**config.mk**
```make
export PLATFORM = sky130hd
export DESIGN_NAME = spin_motor_ramp_controller
export DESIGN_NICKNAME = d
export VERILOG_FILES = /design/src/rtl/wm_spin_pkg.sv /design/src/rtl/spin_step_timer.sv /design/src/rtl/spin_motor_ramp_controller.sv
export SDC_FILE = /design/constraint.sdc
export NUM_CORES = 1
export LEC_CHECK = 0
export BUFFER_PORTS_ARGS = -buffer_cell sky130_fd_sc_hd__buf_2
export CORE_MARGIN = 4
export CORE_UTILIZATION = 30
export CTS_CLUSTER_SIZE = 30
export DETAILED_ROUTE_END_ITERATION = 8
export HOLD_SLACK_MARGIN = 0.06
export PLACE_DENSITY = 0.54
export SLEW_MARGIN = 20
export SYNTH_ARGS = -nofsm -noshare
export SYNTH_HDL_FRONTEND = slang
export SYNTH_SLANG_ARGS = --single-unit
```
**constraint.sdc**
```tcl
create_clock -name clk -period 3.25 [get_ports clk]
set_clock_uncertainty 0.1 [all_clocks]
set_input_delay 0.1625 -clock clk [delete_from_list [all_inputs] [get_ports clk]]
set_output_delay 0.1625 -clock clk [all_outputs]
set_load 0.005 [all_outputs]
```
**src/rtl/wm_spin_pkg.sv**
```systemverilog
// Shared definitions for the spin motor ramp logic.
//   RPM_W        width of every RPM quantity
//   MAX_RPM      largest target the spin-speed selector will legally produce
//   spin_state_e FSM state encoding, also exported on spin_state
package wm_spin_pkg;

    localparam int unsigned RPM_W   = 11;
    localparam int unsigned MAX_RPM = 1600;

    typedef enum logic [1:0] {
        StIdle     = 2'd0,
        StRampUp   = 2'd1,
        StHold     = 2'd2,
        StRampDown = 2'd3
    } spin_state_e;

endpackage

```
**src/rtl/spin_step_timer.sv**
```systemverilog
// Clearable divide-by-TICK_DIV tick generator.
//   clk     system clock
//   reset   asynchronous, active-low reset
//   clear   synchronously returns the divider to 0 (wins over enable)
//   enable  advance the divider this cycle
//   tick    high for the one cycle in which the divider sits at TICK_DIV-1 while enabled
module spin_step_timer #(
    parameter int unsigned TICK_DIV = 5
) (
    input  logic clk,
    input  logic reset,
    input  logic clear,
    input  logic enable,
    output logic tick
);

    localparam int unsigned CntW = (TICK_DIV > 1) ? $clog2(TICK_DIV) : 1;
    localparam logic [CntW-1:0] CntLast = CntW'(TICK_DIV - 1);

    logic [CntW-1:0] cnt_q;
    logic [CntW-1:0] cnt_d;

    assign tick = enable && (cnt_q == CntLast);

    always_comb begin
        cnt_d = cnt_q;
        if (clear) begin
            cnt_d = '0;
        end else if (enable) begin
            cnt_d = tick ? '0 : cnt_q + 1'b1;
        end
    end

    always_ff @(posedge clk or negedge reset) begin
        if (!reset) begin
            cnt_q <= '0;
        end else begin
            cnt_q <= cnt_d;
        end
    end

endmodule

```
**src/rtl/spin_motor_ramp_controller.sv**
```systemverilog
// Spin-cycle motor speed ramp: latches a target RPM on start, ramps up in fixed steps,
// holds for HOLD_CYCLES cycles, ramps down to zero and pulses completion.
//   clk, reset            system clock, asynchronous active-low reset
//   spin_start            start request, honoured only in IDLE with the door locked
//   spin_abort            level, forces ramp-down from RAMP_UP or HOLD
//   door_locked           level, low forces ramp-down / blocks a start
//   selected_spin_speed   target RPM, sampled on an accepted start
//   motor_rpm             commanded motor RPM
//   spin_active           high outside IDLE
//   spin_done             one-cycle pulse in the first IDLE cycle after a spin
//   spin_aborted          set on forced ramp-down, cleared by the next accepted start
//   spin_state            current state encoding
module spin_motor_ramp_controller
    import wm_spin_pkg::*;
#(
    parameter int unsigned STEP_RPM    = 100,
    parameter int unsigned TICK_DIV    = 5,
    parameter int unsigned HOLD_CYCLES = 300
) (
    input  logic             clk,
    input  logic             reset,
    input  logic             spin_start,
    input  logic             spin_abort,
    input  logic             door_locked,
    input  logic [RPM_W-1:0] selected_spin_speed,
    output logic [RPM_W-1:0] motor_rpm,
    output logic             spin_active,
    output logic             spin_done,
    output logic             spin_aborted,
    output logic [1:0]       spin_state
);

    localparam int unsigned HoldW = (HOLD_CYCLES > 1) ? $clog2(HOLD_CYCLES) : 1;
    localparam logic [HoldW-1:0] HoldLast = HoldW'(HOLD_CYCLES - 1);
    localparam logic [RPM_W-1:0] Step     = RPM_W'(STEP_RPM);
    localparam logic [RPM_W:0]   StepExt  = (RPM_W + 1)'(STEP_RPM);

    spin_state_e      state_q, state_d;
    logic [RPM_W-1:0] rpm_q, rpm_d;
    logic [RPM_W-1:0] target_q, target_d;
    logic [HoldW-1:0] hold_q, hold_d;
    logic             aborted_q, aborted_d;
    logic             done_q, done_d;

    logic             tick;
    logic             forced;
    logic [RPM_W:0]   rpm_sum;

    // One extra bit so rpm + step cannot wrap before the target clamp.
    assign rpm_sum = {1'b0, rpm_q} + StepExt;
    assign forced  = spin_abort || !door_locked;

    // Divider restarts on every state change so each ramp phase begins a full step away.
    spin_step_timer #(
        .TICK_DIV (TICK_DIV)
    ) u_step_timer (
        .clk    (clk),
        .reset  (reset),
        .clear  (state_d != state_q),
        .enable ((state_q == StRampUp) || (state_q == StRampDown)),
        .tick   (tick)
    );

    always_comb begin
        state_d   = state_q;
        rpm_d     = rpm_q;
        target_d  = target_q;
        hold_d    = hold_q;
        aborted_d = aborted_q;
        done_d    = 1'b0;

        unique case (state_q)
            StIdle: begin
                if (spin_start && door_locked) begin
                    target_d  = selected_spin_speed;
                    aborted_d = 1'b0;
                    state_d   = (selected_spin_speed == '0) ? StRampDown : StRampUp;
                end
            end
            StRampUp: begin
                if (forced) begin
                    state_d   = StRampDown;
                    aborted_d = 1'b1;
                end else if (tick) begin
                    if (rpm_sum >= {1'b0, target_q}) begin
                        rpm_d   = target_q;
                        hold_d  = '0;
                        state_d = StHold;
                    end else begin
                        rpm_d = rpm_sum[RPM_W-1:0];
                    end
                end
            end
            StHold: begin
                if (forced) begin
                    state_d   = StRampDown;
                    aborted_d = 1'b1;
                end else if (hold_q == HoldLast) begin
                    state_d = StRampDown;
                end else begin
                    hold_d = hold_q + 1'b1;
                end
            end
            StRampDown: begin
                // Entering at 0 RPM (zero target or very early abort) finishes at once.
                if (rpm_q == '0) begin
                    state_d = StIdle;
                    done_d  = 1'b1;
                end else if (tick) begin
                    if (rpm_q <= Step) begin
                        rpm_d   = '0;
                        state_d = StIdle;
                        done_d  = 1'b1;
                    end else begin
                        rpm_d = rpm_q - Step;
                    end
                end
            end
            default: begin
                state_d = StIdle;
            end
        endcase
    end

    always_ff @(posedge clk or negedge reset) begin
        if (!reset) begin
            state_q   <= StIdle;
            rpm_q     <= '0;
            target_q  <= '0;
            hold_q    <= '0;
            aborted_q <= 1'b0;
            done_q    <= 1'b0;
        end else begin
            state_q   <= state_d;
            rpm_q     <= rpm_d;
            target_q  <= target_d;
            hold_q    <= hold_d;
            aborted_q <= aborted_d;
            done_q    <= done_d;
        end
    end

    assign motor_rpm    = rpm_q;
    assign spin_active  = (state_q != StIdle);
    assign spin_done    = done_q;
    assign spin_aborted = aborted_q;
    assign spin_state   = state_q;

endmodule

```
# Word-level counts from Yosys, hierarchy flattened

Index checks and enable logic that the tools add are counted.

Logic and storage cells: 80
Output and inout port bits: 16
Input bits: 16
Flip-flop bits (word level): 38

Add/subtract/negate cells: 4
Reductions and logical operators: 18
Equality and inequality tests: 15
Muxes and demuxes: 34
$lt $le $gt $ge: 2

Operators with widths:

| cell                                                 | count |
|---|---|
| two-way mux 11 bit                                   | 6 |
| two-way mux 9 bit                                    | 5 |
| logical NOT 11 bit                                   | 2 |
| case mux 11 bit (2 select lines)                     | 1 |
| two-way mux 2 bit                                    | 10 |
| case mux 9 bit (2 select lines)                      | 1 |
| adder 11 x 7 -> 12 bit, second input constant        | 1 |
| greater-or-equal comparator 12 x 11 -> 1 bit         | 1 |
| <= comparator 11 x 7 -> 1 bit, second input constant | 1 |
| subtractor 11 x 7 -> 11 bit, second input constant   | 1 |
| != test 2 bit, second input constant                 | 5 |
| nonzero test 2 bit                                   | 5 |
| adder 9 x 1 -> 9 bit, second input constant          | 1 |
| == test 9 bit, second input constant                 | 1 |
| two-way mux 3 bit                                    | 3 |
| != test 2 x 1 -> 1 bit, second input constant        | 4 |
| case mux 2 bit (4 select lines)                      | 1 |
| two-way mux 1 bit                                    | 6 |
| AND reduction 6 bit                                  | 1 |
| AND reduction 5 bit                                  | 1 |
| == test 2 bit, second input constant                 | 2 |
| adder 3 x 1 -> 3 bit, second input constant          | 1 |
| == test 3 bit, second input constant                 | 1 |
| AND reduction 3 bit                                  | 1 |
| other kinds (9)                                      | 11 |

# Depth between registers and ports, before layout

Gate-level depths: netlist of run 1.

Depth in word-level cells: 8
Mapped depth: 12
Gate-level depth less buffers: 11

# Hierarchy

From an unflattened synthesis of run 1, not the netlist that was laid out.

Cell total of the unflattened synthesis: 313
Area, all modules: 2,889.0 sq um

By module, submodules not included:

| module                     | times used | sequential area each (sq um) | area an instance (sq um) | cells each |
|---|---|---|---|---|
| spin_motor_ramp_controller | 1          | 875.8                        | 2,715.1                  | 296 |
| spin_step_timer            | 1          | 75.1                         | 173.9                    | 17 |

# Worst setup path before layout of run 1

No wires, ideal clock.

Path kind: register to register
From: reg rpm_q[2] (netlist: motor_rpm[2])
To: reg hold_q[6]
Stages on the path, launching flop included: 13
Data required time: 3,072 ps
Path buffers: 1
Arrival time: 2,649 ps
Library setup time: 78 ps
Clock period less this slack: 2,827 ps
Setup slack: 423 ps
Cell sequence: dfrtp_1 ha_1 a21oi_1 nand2b_1 nand4_1 xnor2_1 ha_1 nand3_1 and4b_4 nor4_2 buf_2 or3_1 a21oi_1

Cells in the longest elaborated chain, start to end: 4

Ends and longest elaborated chain:

| what                                         | line                              | text |
|---|---|---|
| start: declaration                           | spin_motor_ramp_controller.sv:39  | `logic [RPM_W-1:0] rpm_q, rpm_d;` |
| start signal: assignment                     | spin_motor_ramp_controller.sv:135 | `rpm_q <= rpm_d;` |
| adder 11 x 7 -> 12 bit                       | spin_motor_ramp_controller.sv:50  | `assign rpm_sum = {1'b0, rpm_q} + StepExt;` |
| greater-or-equal comparator 12 x 11 -> 1 bit | spin_motor_ramp_controller.sv:85  | `if (rpm_sum >= {1'b0, target_q}) begin` |
| != test 2 x 1 -> 1 bit (no line)             | --                                |  |
| AND reduction 6 bit (no line)                | --                                |  |
| end signal: assignment                       | spin_motor_ramp_controller.sv:137 | `hold_q <= hold_d;` |
| end: declaration                             | spin_motor_ramp_controller.sv:41  | `logic [HoldW-1:0] hold_q, hold_d;` |

Every way passes these cells.
A chain may end at the register's enable or synchronous reset.

# Worst setup path after layout of run 1

From: reg rpm_q[3] (netlist: motor_rpm[3])
To: reg hold_q[7]

Same word-level chain as after synthesis.

==> qor.txt, run 1 <==
status - completed
DRT Pass-1 Iters - 4
starting density of the core - 31.2%
Distinct cells, synth - 61
Worst R2R End - hold_q[7]
Slowest cell on crit path - dfrtp_2
endpoints failing setup - 0
register area share after synthesis - 32.7%
top cells by count, synth - dfrtp_1 (38), inv_1 (29), ha_1 (23), nand2_1 (20), a21oi_1 (19)
clk sink count - 38
r2r setup slk - 260 ps
share of layout cells above drive strength 1 - 22.5%
synthesis-stage register bit count - 38
DRC errors left - 0
drt wl/cell - 14.9 um
Finished Cell Area - 3450 sq um
achievable frequency - 335 MHz
TritonCTS clock tree - done
RSZ-0062 raised after global routing - false
Power per Cell Area - 718 nW/um^2
Syn-to-layout area delta - 18.5%
DP Area - 3220 sq um
Synth area leaders - dfrtp_1 (33%), ha_1 (9.9%), mux2_2 (4.6%)
Crit Path Class - reg2reg
Fin. Hold Viols - 0
crit-path cells - ha_1 -> a21oi_1 -> nand2b_1 -> nand4_1 -> xnor2_1 -> ha_1 -> nand3_1 -> nor2b_1 -> nor4_2 -> buf_4 -> or3_1 -> a21oi_1
Startpoint Class - flip-flop
Detail Placement HPWL - 5.59 mm
RePlAce Congestion - 0.878
Final #Nets - 402
Clock Tree Buf Depth - 2
Synth area leader - dfrtp_1
Clock Latency Late Sink - 290 ps
LEAKAGE - 0.00149 uW
Max Cap Viol - 0
Syn Std Cell Area - 2910 sq um
crit end category - flip-flop
clk slew on worst S/H paths - 80 ps
via count of the routed design - 2520
VDD IR-drop max - 0.271 mV
CP top delay family - simple AND/OR/NAND/NOR gates
Worst Path Arrival - 3110 ps
Worst Path Required - 3370 ps
R2R Path Start - motor_rpm[3]
hold path startpoint - spin_start
Remaining Overflow, GRT - 0
fin crit period - 2990 ps
I/O pin count - 32
top-area cell type share of the netlist area - 32.7%
first-pass GRT wire length - 12.4 mm
Worst Hold Path Cells - 5
setup tns final - 0 ps
Final ANT Viol Nets - 0
chip width - 106 um
routed vias/inst - 5.11
clock root buffer - clkbuf_8
Post-Syn Area per Cell - 9.23 sq um
most frequent cell after synthesis - dfrtp_1
iteration-0 DRC count of the detailed router - 110
CORE AREA - 9330 sq um
initial antenna violation count - 0
slew of the pin with the lowest slew margin - 901 ps
CP peak stage delay - 470 ps
YS warnings - 0
# diodes - 0
die span in y - 106 um
number of flops mapped to enable cells by yosys - 0
row count - 35
Top FF cell, synth - dfrtp_1
Async S/R FF share, synth - 100%
drt total wl - 7.33 mm
hold worst-path end - spin_state[0]
CP bufs+invs - 1
setup repair bufs after CTS - 0
R2R depth - 12
part of the cycle the worst path needs - 91.9%
CP Max Fanout - 11
IO Port Bufs - 31
Layout Cells excl Fill - 493
H-tree Lvls - 2
vias in the first global route - 2473
largest net degree at the start of global routing - 39
fin. max-slew vios - 0
Post-Synthesis Net Count - 354
Max-slew headroom - 39.9%
Die Area - 11300 sq um
synthesized instance count - 315
GRT Resource Usage Total - 13.5%
Num CTS Buffers - 5
placed insts - 473
Hold Crit Class - in2reg
[how the worst max path moves through the flow]
stage | endpoint | slack, ps | startpoint | cells after the start
floorplan | hold_q[6] | 420 | motor_rpm[2] | 12
global placement | hold_q[7] | 210 | motor_rpm[3] | 11
finish | hold_q[7] | 260 | motor_rpm[3] | 12
CTS | hold_q[5] | 160 | motor_rpm[3] | 11
detailed placement | hold_q[6] | 200 | motor_rpm[3] | 11
global route | hold_q[8] | 40 | motor_rpm[3] | 11
[cell usage in the layout (no fill, tap or decap), drive strengths merged, types with 2 or more instances in the layout]
master       netlist  routed
a211oi             2       2
a21oi             19      19
a22oi              2       2
a31oi              6       6
a32oi              2       2
and2               5       5
and3               3       3
buf                9      41
clkbuf             3       7
dfrtp             38      38
dlygate4sd3        0      12
ha                23      23
inv               30      30
mux2              12      12
mux2i             13      13
nand2             20      20
nand2b             6       6
nand3             11      11
nand4              6       6
nor2              13      13
nor2b              2       2
nor3               7       7
nor3b              3       3
nor4               8       8
nor4b              2       2
o211a              2       2
o211ai             7       7
o21a               2       2
o21ai             28      28
o31ai              5       5
or3                5       5
xnor2              3       3
xor2               4       4
[kinds of logic after synthesis]
kind of cell | synth area share (%)
AO/OA/AOI/OAI | 20.7
flip-flops | 32.7
AND/OR/NAND/NOR | 18.9
adder cells (fa/ha/maj) | 9.90
buffers and inverters | 6.50
multiplexers | 9.12
XOR/XNOR | 2.11
[per-stage QoR]
step	hold slack, ps	setup WS [ps]	util, %	power (uW)
3_5_place_dp	253	195	34.6	2110
2_1_floorplan	-233	423	-	1730
3_3_place_gp	247	212	34.6	2100
6_report	189	264	36.9	2470
5_1_grt	227	39.4	36.9	2720
4_1_cts	180	164	36.8	2480
[per-layer routing]
layer | track usage (%) | share of wire, % | wire (um)
met1 | 19.6 | 51 | 3730
met2 | 20.4 | 44 | 3210
met3 | 2.55 | 4.2 | 310
met4 | 3.84 | 1.1 | 77
met5 | 0 | 0 | 0
[layout make-up]
type / count / area (sq um)
clock buffer: 7 / 86.3
clock inverter: 1 / 5.00
sequential: 38 / 952
timing repair buffer: 53 / 350
fill: 954 / 5880
inverter: 30 / 113
tap: 129 / 161
multi-input combinational: 235 / 1780
[sequential cells by signal, indices dropped and copies added (netlist names)]
register	flops
spin_aborted	1
hold_q	9
u_step_timer.cnt_q	3
motor_rpm	11
target_q	11
spin_state	2
spin_done	1
[worst min-delay path, cell delays in order]
cell	delay (ps)
buf_2	80
nand3_1	60
o31ai_1	90
nor2_1	50
nor2_1	90
[report_power, final]
part	leakage, uW	internal, uW	total, uW	switching, uW
clock network	0.0000482	172	351	180
registers	0.000486	608	742	134
logic	0.000954	590	1380	791
[timing repair]
action / in CTS / in global routing
hold buffers: 12 / 0
gates resized for setup: 0 / 3
hold endpoints to repair: 49 / 0
setup endpoints to repair: 0 / 6
Power figures use the tool's default switching activity.
==> inputs of run 2 (changes only) <==
==> constraint.sdc (replaced) <==
create_clock -name clk -period 3.25 [get_ports clk]
set_clock_uncertainty 0.1 [all_clocks]
set_input_delay 0.1625 -clock clk [delete_from_list [all_inputs] [get_ports clk]]
set_output_delay 0.1625 -clock clk [all_outputs]
set_load 0.1 [all_outputs]
==> qor.txt, run 2 (synthesis results as in run 1) <==
I/O pin count - 32 (unchanged)
DRC errors left - 0 (unchanged)
fin. max-slew vios - 0 (unchanged)
crit end category - flip-flop
CORE AREA - 9330 sq um (unchanged)
Crit Path Class - reg2reg
GRT Resource Usage Total - 13.4% (-0.069 points)
Worst Path Required - 3340 ps (-30 ps)
slew of the pin with the lowest slew margin - 934 ps (+33.2 ps)
die span in y - 106 um (unchanged)
clock share of power - 11.4% (-2.8 points)
placed insts - 472 (-0.21%)
first-pass GRT wire length - 12.5 mm (+0.39%)
fillers - 962 (+0.84%)
VDD IR-drop max - 0.228 mV (-16%)
Remaining Overflow, GRT - 0 (unchanged)
CP Max Fanout - 9 (-2)
Pint - 1360 uW (-0.90%)
Final ANT Viol Nets - 0 (unchanged)
status - completed
routed vias/inst - 5.12 (about the same)
vias in the first global route - 2408 (-2.6%)
H-tree Lvls - 2 (unchanged)
RePlAce Congestion - 0.836 (-4.8%)
Hold Crit Class - in2reg
Fin. Hold Viols - 0 (unchanged)
row count - 35 (unchanged)
# diodes - 0 (unchanged)
IO Port Bufs - 31 (unchanged)
drt wl/cell - 15.0 um (+0.91%)
commonest non-fill, non-tap cells in the layout - dfrtp_1 (32), buf_2 (31), inv_1 (29), ha_1 (23), nand2_1 (20)
final core occ - 36.9% (-0.040 points)
Final #Nets - 402 (unchanged)
Clock Latency Late Sink - 290 ps (about the same)
initial antenna violation count - 0 (unchanged)
TritonCTS clock tree - done
clock root buffer - clkbuf_8
Power per Cell Area - 822 nW/um^2 (+14%)
share of layout cells above drive strength 1 - 23.4% (+0.89 points)
Max-slew headroom - 37.7% (-2.2 points)
fin crit period - 3030 ps (+42.8 ps)
Syn-to-layout area delta - 18.4%
overall power - 2830 uW (+14%)
iteration-0 DRC count of the detailed router - 146 (+33%)
clk sink count - 38 (unchanged)
Worst Path Arrival - 3120 ps (about the same)
DRT Pass-1 Iters - 4 (unchanged)
WL met1 - 3.68 mm (-1.4%)
Reg area - 958 sq um (+0.66%)
LEAKAGE - 0.00147 uW (-1.0%)
Net Sw Power - 1470 uW (+33%)
Startpoint Class - flip-flop
Num CTS Buffers - 5 (unchanged)
drt total wl - 7.38 mm (+0.71%)
Seq pwr share - 27.0% (-3.0 points)
Layout Cells excl Fill - 492 (-0.20%)
Detail Placement HPWL - 5.57 mm (-0.30%)
multi-input logic area - 1780 sq um (+0.28%)
clk slew on worst S/H paths - 80 ps (about the same)
largest net degree at the start of global routing - 39 (unchanged)
Top Layer Used - met4
commonest non-fill, non-tap cell in the layout - dfrtp_1
endpoints failing setup - 0 (unchanged)
Combinational Power Share - 61.6% (+5.8 points)
Die Area - 11300 sq um (unchanged)
metal2 WL - 3.35 mm (+4.4%)
Max Cap Viol - 0 (unchanged)
starting density of the core - 31.2% (unchanged)
via count of the routed design - 2517 (-0.12%)
WL met3 - 289 um (-6.8%)
achievable frequency - 330 MHz (-1.4%)
part of the cycle the worst path needs - 93.2% (+1.3 points)
Clock Tree Buf Depth - 2 (unchanged)
Net Sw Frac - 52.0% (+7.4 points)
chip width - 106 um (unchanged)
[run 2: changes by cell type in the layout (fill, tap and decap cells not counted), sizes merged]
cell	previous run	this run
clkinv	1	0
[run 2: routing by layer]
metal	vias up	GRT usage [%]
met5	-	0
met4	0	2.47
met3	6	2.31
met2	60	21.0
met1	1198	19.6
li1	1253	-
[run 2: through the flow]
step | hold WS, ps | TNS [ps] | cell area [sq um] | setup slack (ps)
after floorplan | -233 | 0 | 2920 | 82.5
after global placement | 258 | 0 | 3220 | 135
after detailed placement | 259 | 0 | 3220 | 86.1
after CTS | 205 | 0 | 3420 | 77.8
after global routing | 251 | -0.371 | 3440 | -0.371
final | 200 | 0 | 3440 | 222
[run 2: power groups by stage]
| stage | clock (uW) | sequential (uW) | combinational (uW) |
|---|---|---|---|
| after CTS | 330 | 764 | 1700 |
| after detailed placement | 0 | 775 | 1680 |
| after global placement | 0 | 767 | 1670 |
| after global routing | 355 | 787 | 1920 |
| after floorplan | 0 | 1020 | 1060 |
| final | 322 | 764 | 1740 |
[run 2: layout make-up]
type | count | share of cell area [%]
multi-input combinational | 235 | 51.8
tap | 129 | 4.69
sequential | 38 | 27.8
timing repair buffer | 53 | 10.2
inverter | 30 | 3.27
clock buffer | 7 | 2.22
[run 2: final timing paths]
kind	startpoint	to	slack, ps	cells after the start
worst max-delay path	motor_rpm[2]	hold_q[3]	220	12
min in group asynchronous	reset	spin_done	450	2
worst max register to register	motor_rpm[2]	hold_q[3]	220	12
max in group asynchronous	reset	motor_rpm[2]	1970	2
worst min register to register	hold_q[0]	hold_q[0]	410	1
worst min-delay path	spin_start	spin_state[0]	200	5
[run 2: what timing repair did]
action	CTS	global route
setup endpoints to repair	0	15
endpoints found under the hold margin	49	0
resized for setup	0	4
hold buffers	12	0
setup buffers	0	1
[run 2: worst max-delay path, stage by stage, from the launching register on]
cell	delay [ps]
dfrtp_2	490
ha_1	250
a21oi_1	230
nand2b_1	110
nand4_1	110
xnor2_1	150
ha_1	270
nand3_1	170
and4b_4	260
nor4_4	440
buf_4	200
o21ai_1	70
o31ai_1	70
